--- src/rtl/id_ex_stage_if.sv ---
// ID/EX stage bundle: decoded instruction in, bypass sources, registered payload out.
// The master side is the surrounding pipeline; the slave side is the stage itself.
interface id_ex_stage_if #(
    parameter int unsigned WIDTH  = 32,
    parameter int unsigned CTRL_W = 16,
    parameter int unsigned CNT_W  = 16
);
    // Decoded instruction from ID plus register file read data
    logic              id_valid;
    logic              id_ready;
    logic [WIDTH-1:0]  id_pc;
    logic [4:0]        id_rs1_addr;
    logic [4:0]        id_rs2_addr;
    logic              id_uses_rs1;
    logic              id_uses_rs2;
    logic [WIDTH-1:0]  id_rs1_data;
    logic [WIDTH-1:0]  id_rs2_data;
    logic [4:0]        id_rd_addr;
    logic [WIDTH-1:0]  id_imm;
    logic [CTRL_W-1:0] id_ctrl;
    logic              id_mem_read;
    logic              id_reg_write;
    logic              flush;

    // Bypass sources from the later stages
    logic              mem_reg_write;
    logic              mem_mem_read;
    logic [4:0]        mem_rd_addr;
    logic [WIDTH-1:0]  mem_result;
    logic              wb_reg_write;
    logic [4:0]        wb_rd_addr;
    logic [WIDTH-1:0]  wb_data;

    // Registered payload toward EX
    logic              ex_ready;
    logic              ex_valid;
    logic [WIDTH-1:0]  ex_pc;
    logic [WIDTH-1:0]  ex_rs1_val;
    logic [WIDTH-1:0]  ex_rs2_val;
    logic [WIDTH-1:0]  ex_imm;
    logic [CTRL_W-1:0] ex_ctrl;
    logic [4:0]        ex_rd_addr;
    logic              ex_mem_read;
    logic              ex_reg_write;

    // Stall statistics
    logic              stall_cnt_clr;
    logic [CNT_W-1:0]  stall_count;

    modport master (
        output id_valid, id_pc, id_rs1_addr, id_rs2_addr, id_uses_rs1, id_uses_rs2,
               id_rs1_data, id_rs2_data, id_rd_addr, id_imm, id_ctrl, id_mem_read,
               id_reg_write, flush, mem_reg_write, mem_mem_read, mem_rd_addr, mem_result,
               wb_reg_write, wb_rd_addr, wb_data, ex_ready, stall_cnt_clr,
        input  id_ready, ex_valid, ex_pc, ex_rs1_val, ex_rs2_val, ex_imm, ex_ctrl,
               ex_rd_addr, ex_mem_read, ex_reg_write, stall_count
    );

    modport slave (
        input  id_valid, id_pc, id_rs1_addr, id_rs2_addr, id_uses_rs1, id_uses_rs2,
               id_rs1_data, id_rs2_data, id_rd_addr, id_imm, id_ctrl, id_mem_read,
               id_reg_write, flush, mem_reg_write, mem_mem_read, mem_rd_addr, mem_result,
               wb_reg_write, wb_rd_addr, wb_data, ex_ready, stall_cnt_clr,
        output id_ready, ex_valid, ex_pc, ex_rs1_val, ex_rs2_val, ex_imm, ex_ctrl,
               ex_rd_addr, ex_mem_read, ex_reg_write, stall_count
    );
endinterface

--- src/rtl/id_ex_stage.sv ---
// Operand resolve and ID/EX pipeline register: bypasses MEM/WB results onto the register
// file operands, holds back instructions that depend on an in-flight load, and registers
// the resolved instruction toward EX behind a valid/ready handshake.
module id_ex_stage #(
    parameter int unsigned WIDTH  = 32,
    parameter int unsigned CTRL_W = 16,
    parameter int unsigned CNT_W  = 16
) (
    input logic          clk,
    input logic          rst_n,
    id_ex_stage_if.slave bus
);

    typedef struct packed {
        logic [WIDTH-1:0]  pc;
        logic [WIDTH-1:0]  rs1_val;
        logic [WIDTH-1:0]  rs2_val;
        logic [WIDTH-1:0]  imm;
        logic [CTRL_W-1:0] ctrl;
        logic [4:0]        rd_addr;
        logic              mem_read;
        logic              reg_write;
    } payload_t;

    payload_t         ex_q, ex_d;
    logic             ex_valid_q, ex_valid_d;
    logic [CNT_W-1:0] stall_cnt_q, stall_cnt_d;

    logic [WIDTH-1:0] rs1_fwd, rs2_fwd;
    logic             ex_load, mem_load;
    logic             hazard_rs1, hazard_rs2, hazard;
    logic             load_en;

    // Youngest producer wins; WB also covers the register file's write-then-read window.
    function automatic logic [WIDTH-1:0] resolve_operand(
        input logic [4:0]       addr,
        input logic [WIDTH-1:0] rf_data,
        input logic             mem_we,
        input logic [4:0]       mem_rd,
        input logic [WIDTH-1:0] mem_val,
        input logic             wb_we,
        input logic [4:0]       wb_rd,
        input logic [WIDTH-1:0] wb_val
    );
        logic [WIDTH-1:0] val;
        if (addr == 5'd0) begin
            val = '0;
        end else if (mem_we && (mem_rd == addr)) begin
            val = mem_val;
        end else if (wb_we && (wb_rd == addr)) begin
            val = wb_val;
        end else begin
            val = rf_data;
        end
        return val;
    endfunction

    // Bypass mux for both source operands
    always_comb begin
        rs1_fwd = resolve_operand(bus.id_rs1_addr, bus.id_rs1_data,
                                  bus.mem_reg_write, bus.mem_rd_addr, bus.mem_result,
                                  bus.wb_reg_write, bus.wb_rd_addr, bus.wb_data);
        rs2_fwd = resolve_operand(bus.id_rs2_addr, bus.id_rs2_data,
                                  bus.mem_reg_write, bus.mem_rd_addr, bus.mem_result,
                                  bus.wb_reg_write, bus.wb_rd_addr, bus.wb_data);
    end

    // Load-use detection: a load in EX or MEM has no data yet for a dependent consumer
    always_comb begin
        ex_load    = ex_valid_q && ex_q.mem_read && ex_q.reg_write;
        mem_load   = bus.mem_reg_write && bus.mem_mem_read;
        hazard_rs1 = bus.id_uses_rs1 && (bus.id_rs1_addr != 5'd0) &&
                     ((ex_load && (ex_q.rd_addr == bus.id_rs1_addr)) ||
                      (mem_load && (bus.mem_rd_addr == bus.id_rs1_addr)));
        hazard_rs2 = bus.id_uses_rs2 && (bus.id_rs2_addr != 5'd0) &&
                     ((ex_load && (ex_q.rd_addr == bus.id_rs2_addr)) ||
                      (mem_load && (bus.mem_rd_addr == bus.id_rs2_addr)));
        hazard     = hazard_rs1 || hazard_rs2;
        load_en    = !ex_valid_q || bus.ex_ready;
    end

    // Next-state for the pipeline register: flush, capture, bubble, or hold
    always_comb begin
        ex_valid_d = ex_valid_q;
        ex_d       = ex_q;
        if (bus.flush) begin
            ex_valid_d = 1'b0;
        end else if (load_en && bus.id_valid && !hazard) begin
            ex_valid_d      = 1'b1;
            ex_d.pc         = bus.id_pc;
            ex_d.rs1_val    = rs1_fwd;
            ex_d.rs2_val    = rs2_fwd;
            ex_d.imm        = bus.id_imm;
            ex_d.ctrl       = bus.id_ctrl;
            ex_d.rd_addr    = bus.id_rd_addr;
            ex_d.mem_read   = bus.id_mem_read;
            ex_d.reg_write  = bus.id_reg_write;
        end else if (load_en) begin
            // Bubble; payload left as-is since ex_valid masks it
            ex_valid_d = 1'b0;
        end
    end

    // Saturating stall counter; only hazard stalls count, not backpressure
    always_comb begin
        stall_cnt_d = stall_cnt_q;
        if (bus.stall_cnt_clr) begin
            stall_cnt_d = '0;
        end else if (bus.id_valid && hazard && !bus.flush &&
                     (stall_cnt_q != {CNT_W{1'b1}})) begin
            stall_cnt_d = stall_cnt_q + CNT_W'(1);
        end
    end

    // State registers
    always_ff @(posedge clk or negedge rst_n) begin
        if (!rst_n) begin
            ex_valid_q  <= 1'b0;
            ex_q        <= '0;
            stall_cnt_q <= '0;
        end else begin
            ex_valid_q  <= ex_valid_d;
            ex_q        <= ex_d;
            stall_cnt_q <= stall_cnt_d;
        end
    end

    assign bus.id_ready     = load_en && !hazard && !bus.flush;
    assign bus.ex_valid     = ex_valid_q;
    assign bus.ex_pc        = ex_q.pc;
    assign bus.ex_rs1_val   = ex_q.rs1_val;
    assign bus.ex_rs2_val   = ex_q.rs2_val;
    assign bus.ex_imm       = ex_q.imm;
    assign bus.ex_ctrl      = ex_q.ctrl;
    assign bus.ex_rd_addr   = ex_q.rd_addr;
    assign bus.ex_mem_read  = ex_q.mem_read;
    assign bus.ex_reg_write = ex_q.reg_write;
    assign bus.stall_count  = stall_cnt_q;

endmodule

--- src/flat_wrapper.sv ---
// flat-port wrapper written by rule: the top's interface ports become plain ports
module id_ex_stage_flat 
#(
    parameter int unsigned WIDTH  = 32,
    parameter int unsigned CTRL_W = 16,
    parameter int unsigned CNT_W  = 16
)
  (clk, rst_n, bus_id_valid, bus_id_pc, bus_id_rs1_addr, bus_id_rs2_addr, bus_id_uses_rs1, bus_id_uses_rs2, bus_id_rs1_data, bus_id_rs2_data, bus_id_rd_addr, bus_id_imm, bus_id_ctrl, bus_id_mem_read, bus_id_reg_write, bus_flush, bus_mem_reg_write, bus_mem_mem_read, bus_mem_rd_addr, bus_mem_result, bus_wb_reg_write, bus_wb_rd_addr, bus_wb_data, bus_ex_ready, bus_stall_cnt_clr, bus_id_ready, bus_ex_valid, bus_ex_pc, bus_ex_rs1_val, bus_ex_rs2_val, bus_ex_imm, bus_ex_ctrl, bus_ex_rd_addr, bus_ex_mem_read, bus_ex_reg_write, bus_stall_count);
  id_ex_stage_if #(.WIDTH(WIDTH), .CTRL_W(CTRL_W), .CNT_W(CNT_W)) bus_i ();
  input logic clk;
  input logic rst_n;
  input wire logic [$bits(bus_i.id_valid)-1:0] bus_id_valid;
  input wire logic [$bits(bus_i.id_pc)-1:0] bus_id_pc;
  input wire logic [$bits(bus_i.id_rs1_addr)-1:0] bus_id_rs1_addr;
  input wire logic [$bits(bus_i.id_rs2_addr)-1:0] bus_id_rs2_addr;
  input wire logic [$bits(bus_i.id_uses_rs1)-1:0] bus_id_uses_rs1;
  input wire logic [$bits(bus_i.id_uses_rs2)-1:0] bus_id_uses_rs2;
  input wire logic [$bits(bus_i.id_rs1_data)-1:0] bus_id_rs1_data;
  input wire logic [$bits(bus_i.id_rs2_data)-1:0] bus_id_rs2_data;
  input wire logic [$bits(bus_i.id_rd_addr)-1:0] bus_id_rd_addr;
  input wire logic [$bits(bus_i.id_imm)-1:0] bus_id_imm;
  input wire logic [$bits(bus_i.id_ctrl)-1:0] bus_id_ctrl;
  input wire logic [$bits(bus_i.id_mem_read)-1:0] bus_id_mem_read;
  input wire logic [$bits(bus_i.id_reg_write)-1:0] bus_id_reg_write;
  input wire logic [$bits(bus_i.flush)-1:0] bus_flush;
  input wire logic [$bits(bus_i.mem_reg_write)-1:0] bus_mem_reg_write;
  input wire logic [$bits(bus_i.mem_mem_read)-1:0] bus_mem_mem_read;
  input wire logic [$bits(bus_i.mem_rd_addr)-1:0] bus_mem_rd_addr;
  input wire logic [$bits(bus_i.mem_result)-1:0] bus_mem_result;
  input wire logic [$bits(bus_i.wb_reg_write)-1:0] bus_wb_reg_write;
  input wire logic [$bits(bus_i.wb_rd_addr)-1:0] bus_wb_rd_addr;
  input wire logic [$bits(bus_i.wb_data)-1:0] bus_wb_data;
  input wire logic [$bits(bus_i.ex_ready)-1:0] bus_ex_ready;
  input wire logic [$bits(bus_i.stall_cnt_clr)-1:0] bus_stall_cnt_clr;
  output wire logic [$bits(bus_i.id_ready)-1:0] bus_id_ready;
  output wire logic [$bits(bus_i.ex_valid)-1:0] bus_ex_valid;
  output wire logic [$bits(bus_i.ex_pc)-1:0] bus_ex_pc;
  output wire logic [$bits(bus_i.ex_rs1_val)-1:0] bus_ex_rs1_val;
  output wire logic [$bits(bus_i.ex_rs2_val)-1:0] bus_ex_rs2_val;
  output wire logic [$bits(bus_i.ex_imm)-1:0] bus_ex_imm;
  output wire logic [$bits(bus_i.ex_ctrl)-1:0] bus_ex_ctrl;
  output wire logic [$bits(bus_i.ex_rd_addr)-1:0] bus_ex_rd_addr;
  output wire logic [$bits(bus_i.ex_mem_read)-1:0] bus_ex_mem_read;
  output wire logic [$bits(bus_i.ex_reg_write)-1:0] bus_ex_reg_write;
  output wire logic [$bits(bus_i.stall_count)-1:0] bus_stall_count;
  assign bus_i.id_valid = bus_id_valid;
  assign bus_i.id_pc = bus_id_pc;
  assign bus_i.id_rs1_addr = bus_id_rs1_addr;
  assign bus_i.id_rs2_addr = bus_id_rs2_addr;
  assign bus_i.id_uses_rs1 = bus_id_uses_rs1;
  assign bus_i.id_uses_rs2 = bus_id_uses_rs2;
  assign bus_i.id_rs1_data = bus_id_rs1_data;
  assign bus_i.id_rs2_data = bus_id_rs2_data;
  assign bus_i.id_rd_addr = bus_id_rd_addr;
  assign bus_i.id_imm = bus_id_imm;
  assign bus_i.id_ctrl = bus_id_ctrl;
  assign bus_i.id_mem_read = bus_id_mem_read;
  assign bus_i.id_reg_write = bus_id_reg_write;
  assign bus_i.flush = bus_flush;
  assign bus_i.mem_reg_write = bus_mem_reg_write;
  assign bus_i.mem_mem_read = bus_mem_mem_read;
  assign bus_i.mem_rd_addr = bus_mem_rd_addr;
  assign bus_i.mem_result = bus_mem_result;
  assign bus_i.wb_reg_write = bus_wb_reg_write;
  assign bus_i.wb_rd_addr = bus_wb_rd_addr;
  assign bus_i.wb_data = bus_wb_data;
  assign bus_i.ex_ready = bus_ex_ready;
  assign bus_i.stall_cnt_clr = bus_stall_cnt_clr;
  assign bus_id_ready = bus_i.id_ready;
  assign bus_ex_valid = bus_i.ex_valid;
  assign bus_ex_pc = bus_i.ex_pc;
  assign bus_ex_rs1_val = bus_i.ex_rs1_val;
  assign bus_ex_rs2_val = bus_i.ex_rs2_val;
  assign bus_ex_imm = bus_i.ex_imm;
  assign bus_ex_ctrl = bus_i.ex_ctrl;
  assign bus_ex_rd_addr = bus_i.ex_rd_addr;
  assign bus_ex_mem_read = bus_i.ex_mem_read;
  assign bus_ex_reg_write = bus_i.ex_reg_write;
  assign bus_stall_count = bus_i.stall_count;
  id_ex_stage #(.WIDTH(WIDTH), .CTRL_W(CTRL_W), .CNT_W(CNT_W)) u_core (.clk(clk), .rst_n(rst_n), .bus(bus_i));
endmodule
--- config.mk ---
export PLATFORM = sky130hd
export DESIGN_NAME = id_ex_stage_flat
export DESIGN_NICKNAME = d
export VERILOG_FILES = /design/src/rtl/id_ex_stage_if.sv /design/src/rtl/id_ex_stage.sv /design/src/flat_wrapper.sv
export SDC_FILE = /design/constraint.sdc
export NUM_CORES = 1
export LEC_CHECK = 0
export CAP_MARGIN = 20
export CORE_AREA = 4 4 161 163
export DETAILED_ROUTE_END_ITERATION = 12
export DIE_AREA = 0 0 165 167
export PLACE_DENSITY = 0.74
export SETUP_SLACK_MARGIN = 0.02
export SLEW_MARGIN = 20
export SYNTH_ARGS = -nofsm -noshare
export SYNTH_HDL_FRONTEND = slang
export SYNTH_SLANG_ARGS = --single-unit
--- constraint.sdc ---
create_clock -name clk -period 2.5 [get_ports clk]
set_input_delay 0.5 -clock clk [delete_from_list [all_inputs] [get_ports clk]]
set_output_delay 0.5 -clock clk [all_outputs]
set_load 0.05 [all_outputs]
# Word level (Yosys, flattened, before mapping)
# Index checks and enable logic that the tools add are counted.
# word_totals
in_bits,246
ram_bits,0
rom_bits,0
wordCells,66
out_inout_bits,169
latchBits,0
mem_count,0
ff_bits,168
# classes
n_mul,0
bitwise_logic,1
n_addsub,1
eq_ne,7
shifts,0
div,0
n_reduce_logical,36
mux,11
n_lt_le_gt_ge,0
# op_table
cell,count
two-way mux 32 bit,6
two-way mux 16 bit,2
equality test 5 bit,6
logical AND 1 bit,22
adder 16 x 1 -> 16 bit (second input constant),1
inequality test 16 bit (second input constant),1
zero test 5 bit,2
nonzero test 5 bit,2
logical OR 1 bit,4
zero test 1 bit,3
two-way mux 1 bit,3
nonzero test 3 bit,1
AND reduction 2 bit,1
nonzero test 2 bit,1
inverter 1 bit,1

# Depth between registers and ports, before layout
# logic_depth
word_depth,11
mapped_depth,11
ltp_nobuf,8

# Worst setup path after synthesis
# No wires, ideal clock.
# synth_path
kind,input port to output port
start,input port bus_id_rs2_addr[1]
end,output port bus_id_ready
required_ps,2000
path_slack_ps,-644
arrival_time_ps,2644
n_path_buf,0
cell_stages,5
path_cell_list,or4_4 > nor2_4 > nand3b_2 > o21a_1 > nor3b_1
# synth_via
elab_chain_len,8
elab_cells_between_ends,12
cone_classes,eq/ne: 2; reduce/logical: 10
# synth_rtl
item,line_no,rtl
"start, declared",flat_wrapper.sv:15,input wire logic [$bits(bus_i.id_rs2_addr)-1:0] bus_id_rs2_addr;
equality test 5 bit (on tied branches),"id_ex_stage.sv:76, id_ex_stage.sv:77",
logical AND 1 bit (on tied branches),"id_ex_stage.sv:76, id_ex_stage.sv:77",
logical OR 1 bit,id_ex_stage.sv:76,((ex_load && (ex_q.rd_addr == bus.id_rs2_addr)) ||
logical AND 1 bit *,id_ex_stage.sv:75,hazard_rs2 = bus.id_uses_rs2 && (bus.id_rs2_addr != 5'd0) &&
logical OR 1 bit *,id_ex_stage.sv:78,hazard = hazard_rs1 || hazard_rs2;
zero test 1 bit *,id_ex_stage.sv:128,assign bus.id_ready = load_en && !hazard && !bus.flush;
logical AND 1 bit * (2 in series),id_ex_stage.sv:128,
"end, declared",flat_wrapper.sv:35,output wire logic [$bits(bus_i.id_ready)-1:0] bus_id_ready;
# Mark *: on every way between the ends. The rest lies on a longest branch, timed or not.

# Worst setup path in the final report
# layout_path
start,input port bus_id_rs2_addr[3]
end,output port bus_id_ready
# Same word-level chain as after synthesis.

==> metrics.md <==
| Metric | Value |
|---|---|
| Via count | `7726` |
| CP Capture Type | `output port` |
| Die width | `165 microns` |
| Placement Setup Slack | `-0.494 ns` |
| First-pass GRT wire length | `about 46000 microns` |
| Clock Path Buffers | `2` |
| Net Count, Synth | `1018` |
| Vias in the first global route | `8012` |
| 1st-pass router iterations | `4` |
| Clock buffer count from CTS | `17` |
| Syn Area/Cell | `10.8 sq um` |
| Tot GR Track Use | `around 21%` |
| Power Total | `slightly below 10000 uW` |
| CP startpoint kind | `primary input` |
| Critical R2R Launch | `u_core.bus.ex_rd_addr[0]` |
| Starting Density | `34.3%` |
| Clock Latency Late Sink | `0.43 ns` |
| Setup crit end | `bus_id_ready` |
| RSZ-0062 raised after global routing | `yes` |
| IO Port Bufs | `414` |
| Min setup slack post-route | `-0.00264 ns` |
| Layout cell share with drive strength beyond 1 | `17.8%` |
| Fmax | `0.400 GHz` |
| Antenna-violating nets left | `0` |
| Site row count | `57` |
| P&R area growth vs syn | `70.1%` |
| DP HPWL | `23200 microns` |
| Wire per inst | `19.6 microns` |
| Worst Max-Slew Pin Slew | `about 0.66 ns` |
| Critical Path Fanout Max | `2` |
| Min-delay worst type | `in2async` |
| Die area | `approximately 28000 sq um` |
| Die Y | `167 microns` |
| Final Hold Viols | `0` |
| Number of enable flip-flop cells after synthesis | `0` |
| Top Ports | `415` |
| Post-synth top area cell | `dfrtp_1` |
| Yosys top cell area share | `between 50 and 60%` |
| GP Congestion | `0.862` |
| Path depth of the worst reg2reg path | `10` |
| Worst Path Arrival | `around 2 ns` |
| CTS tree | `built` |
| Initial antenna violation count | `2` |
| Final setup viols | `1` |
| Clk root buf | `clkbuf_16` |
| Final non-filler cell total | `1568` |
| Final worst path period share | `100%` |
| Crit path time final | `2.50 ns` |
| Sink Count | `168` |
| Yosys warning count | `0` |
| Failing checks | `setup timing` |
| DRT iter0 DRCs | `393` |
| Largest net degree at the start of global routing | `50` |
| Outcome | `finished, violations left` |
| Nets@finish | `roughly 1500` |
| Max cap viols | `0` |
| Main synth FF type | `dfrtp_1` |
| Launch point of the worst path | `bus_id_rs2_addr[3]` |
| GRT overflow | `0` |
| Pwr dens | `between 600 and 700 nW/um^2` |
| Vias per inst | `4.93` |
| Cells after DPL | `1516` |
| Skew final | `0.0189 ns` |
| H-Tree Level Count | `4` |
| Top cells by count, synth | `168 x dfrtp_1, 137 x nand2_1, 70 x mux2_2` |
| Cell area after synthesis | `8350 sq um` |
| Synth Register Bits | `approximately 170` |
| WHS | `0.0236 ns` |
| Top-count cell post-synth | `dfrtp_1` |
| Clock-pin slew on the worst setup and hold paths | `~0.080 ns` |
| Worst rel slew slack | `55.6%` |
| Synth unique cells | `42` |
| Routed WL | `30700 microns` |
| Leakage | `0.00582 uW` |
| Reg2reg end | `u_core.bus.stall_count[9]` |
| Maximum VDD drop | `0.460 mV` |
| Seq/Total Area, Yosys | `50.4%` |
| CORE AREA | `24300 sq um` |
| Crit path required time | `about 2.0 ns` |
| Synth top area cells | `dfrtp_1 50%, mux2_2 9.4%, mux2i_1 7.8%` |
| FFs w/ async S/R, synth | `100%` |
| Worst Path Class, Setup | `in2out` |
| DRC | `0` |
| Cells after synthesis | `771` |
| Slew Viols, Final | `0` |
| R2r setup slk | `between 0.15 and 0.2 ns` |
==> cell type report <==
cell class              count  area, sq um
well taps                 324          405
clock buffers              17          425
clock inverters            15          183
flip-flops and latches    168         4210
inverters                   6         22.5
diodes                      2         5.00
repair buffers            492         4940
multi-input cells         544         4010
fillers                  2029        10100
==> per-stage QoR <==
stage / util, % / cell area (sq um) / setup TNS, ns
after global routing: 58.4 / 14200 / -0.0796
after global placement: 54.8 / 13300 / -57.56
after CTS: 57.9 / 14100 / 0
final: 58.4 / 14200 / -0.00264
after floorplan: - / 8360 / 0
after detailed placement: 54.8 / 13300 / -59.65
==> worst min path at each step <==
stage / start / to / cells after the start
5_1_grt: rst_n / u_core.bus.ex_pc[25] / 1
3_3_place_gp: u_core.bus.ex_rs1_val[4] / u_core.bus.ex_rs1_val[4] / 2
4_1_cts: rst_n / u_core.bus.ex_pc[25] / 1
2_1_floorplan: rst_n / u_core.bus.ex_ctrl[0] / 0
6_report: rst_n / u_core.bus.ex_imm[0] / 1
3_5_place_dp: u_core.bus.ex_rs1_val[4] / u_core.bus.ex_rs1_val[4] / 2
==> sequential cells by signal (all words and copies together), names as in the netlist <==
| signal | count |
|---|---|
| u_core.bus.stall_count | 16 |
| u_core.bus.ex_reg_write | 1 |
| u_core.bus.ex_ctrl | 16 |
| u_core.bus.ex_rs1_val | 32 |
| u_core.bus.ex_rs2_val | 32 |
| u_core.bus.ex_pc | 32 |
| u_core.bus.ex_imm | 32 |
| u_core.bus.ex_valid | 1 |
| u_core.bus.ex_rd_addr | 5 |
| u_core.bus.ex_mem_read | 1 |
==> placed cells by master (no fill, tap or decap), types with 18 or more instances in the layout <==
cell	n
o21ai_0	67
xnor2_1	22
o31ai_1	67
mux2_2	70
nand2_1	135
clkdlybuf4s50_1	397
mux2i_1	65
dfrtp_1	165
buf_12	18
buf_4	60
==> per-layer routing <==
| layer | GRT usage (%) | up-vias | share of wire (%) |
|---|---|---|---|
| met5 | 0 | - | 0 |
| li1 | - | 3658 | - |
| met1 | 25.1 | 3723 | 39 |
| met4 | 5.14 | 0 | 1.4 |
| met3 | 6.40 | 27 | 8.6 |
| met2 | 38.2 | 318 | 51 |
==> worst max-delay path, cell delays in order <==
cell,delay [ns]
clkdlybuf4s15_2,0.21
or4_4,0.50
nor2_4,0.13
nand3b_4,0.13
o21a_1,0.15
nor3b_4,0.22
buf_12,0.16
==> where the power goes <==
group / leakage (uW) / internal (uW) / total, uW / switching [uW]
registers: 0.00205 / 3130 / 3370 / 238
logic: 0.00348 / 1500 / 3760 / 2260
clock network: 0.000294 / 1350 / 2680 / 1320
==> kinds of logic (layout without fill, tap and decap cells) <==
logic type | after synthesis | count (layout) | share of synthesized area (%)
other | 0 | 2 | 0
and+or+nand+nor | 197 | 198 | 10.3
DFF | 168 | 168 | 50.4
xor gates and xnor gates | 39 | 39 | 4.09
buffers and inverters | 60 | 530 | 3.36
muxes | 152 | 152 | 19.5
AOI/OAI and AO/OA | 154 | 154 | 12.2
adders and majority gates | 1 | 1 | 0.150
==> repair_timing <==
action                                  CTS  global route
resized for setup                        34            14
hold buffers                              0             0
setup buffers                            15             3
gates cloned                              0             1
endpoints found under the setup margin   21            26
pin swaps                                 6             8
Power figures use the tool's default switching activity.
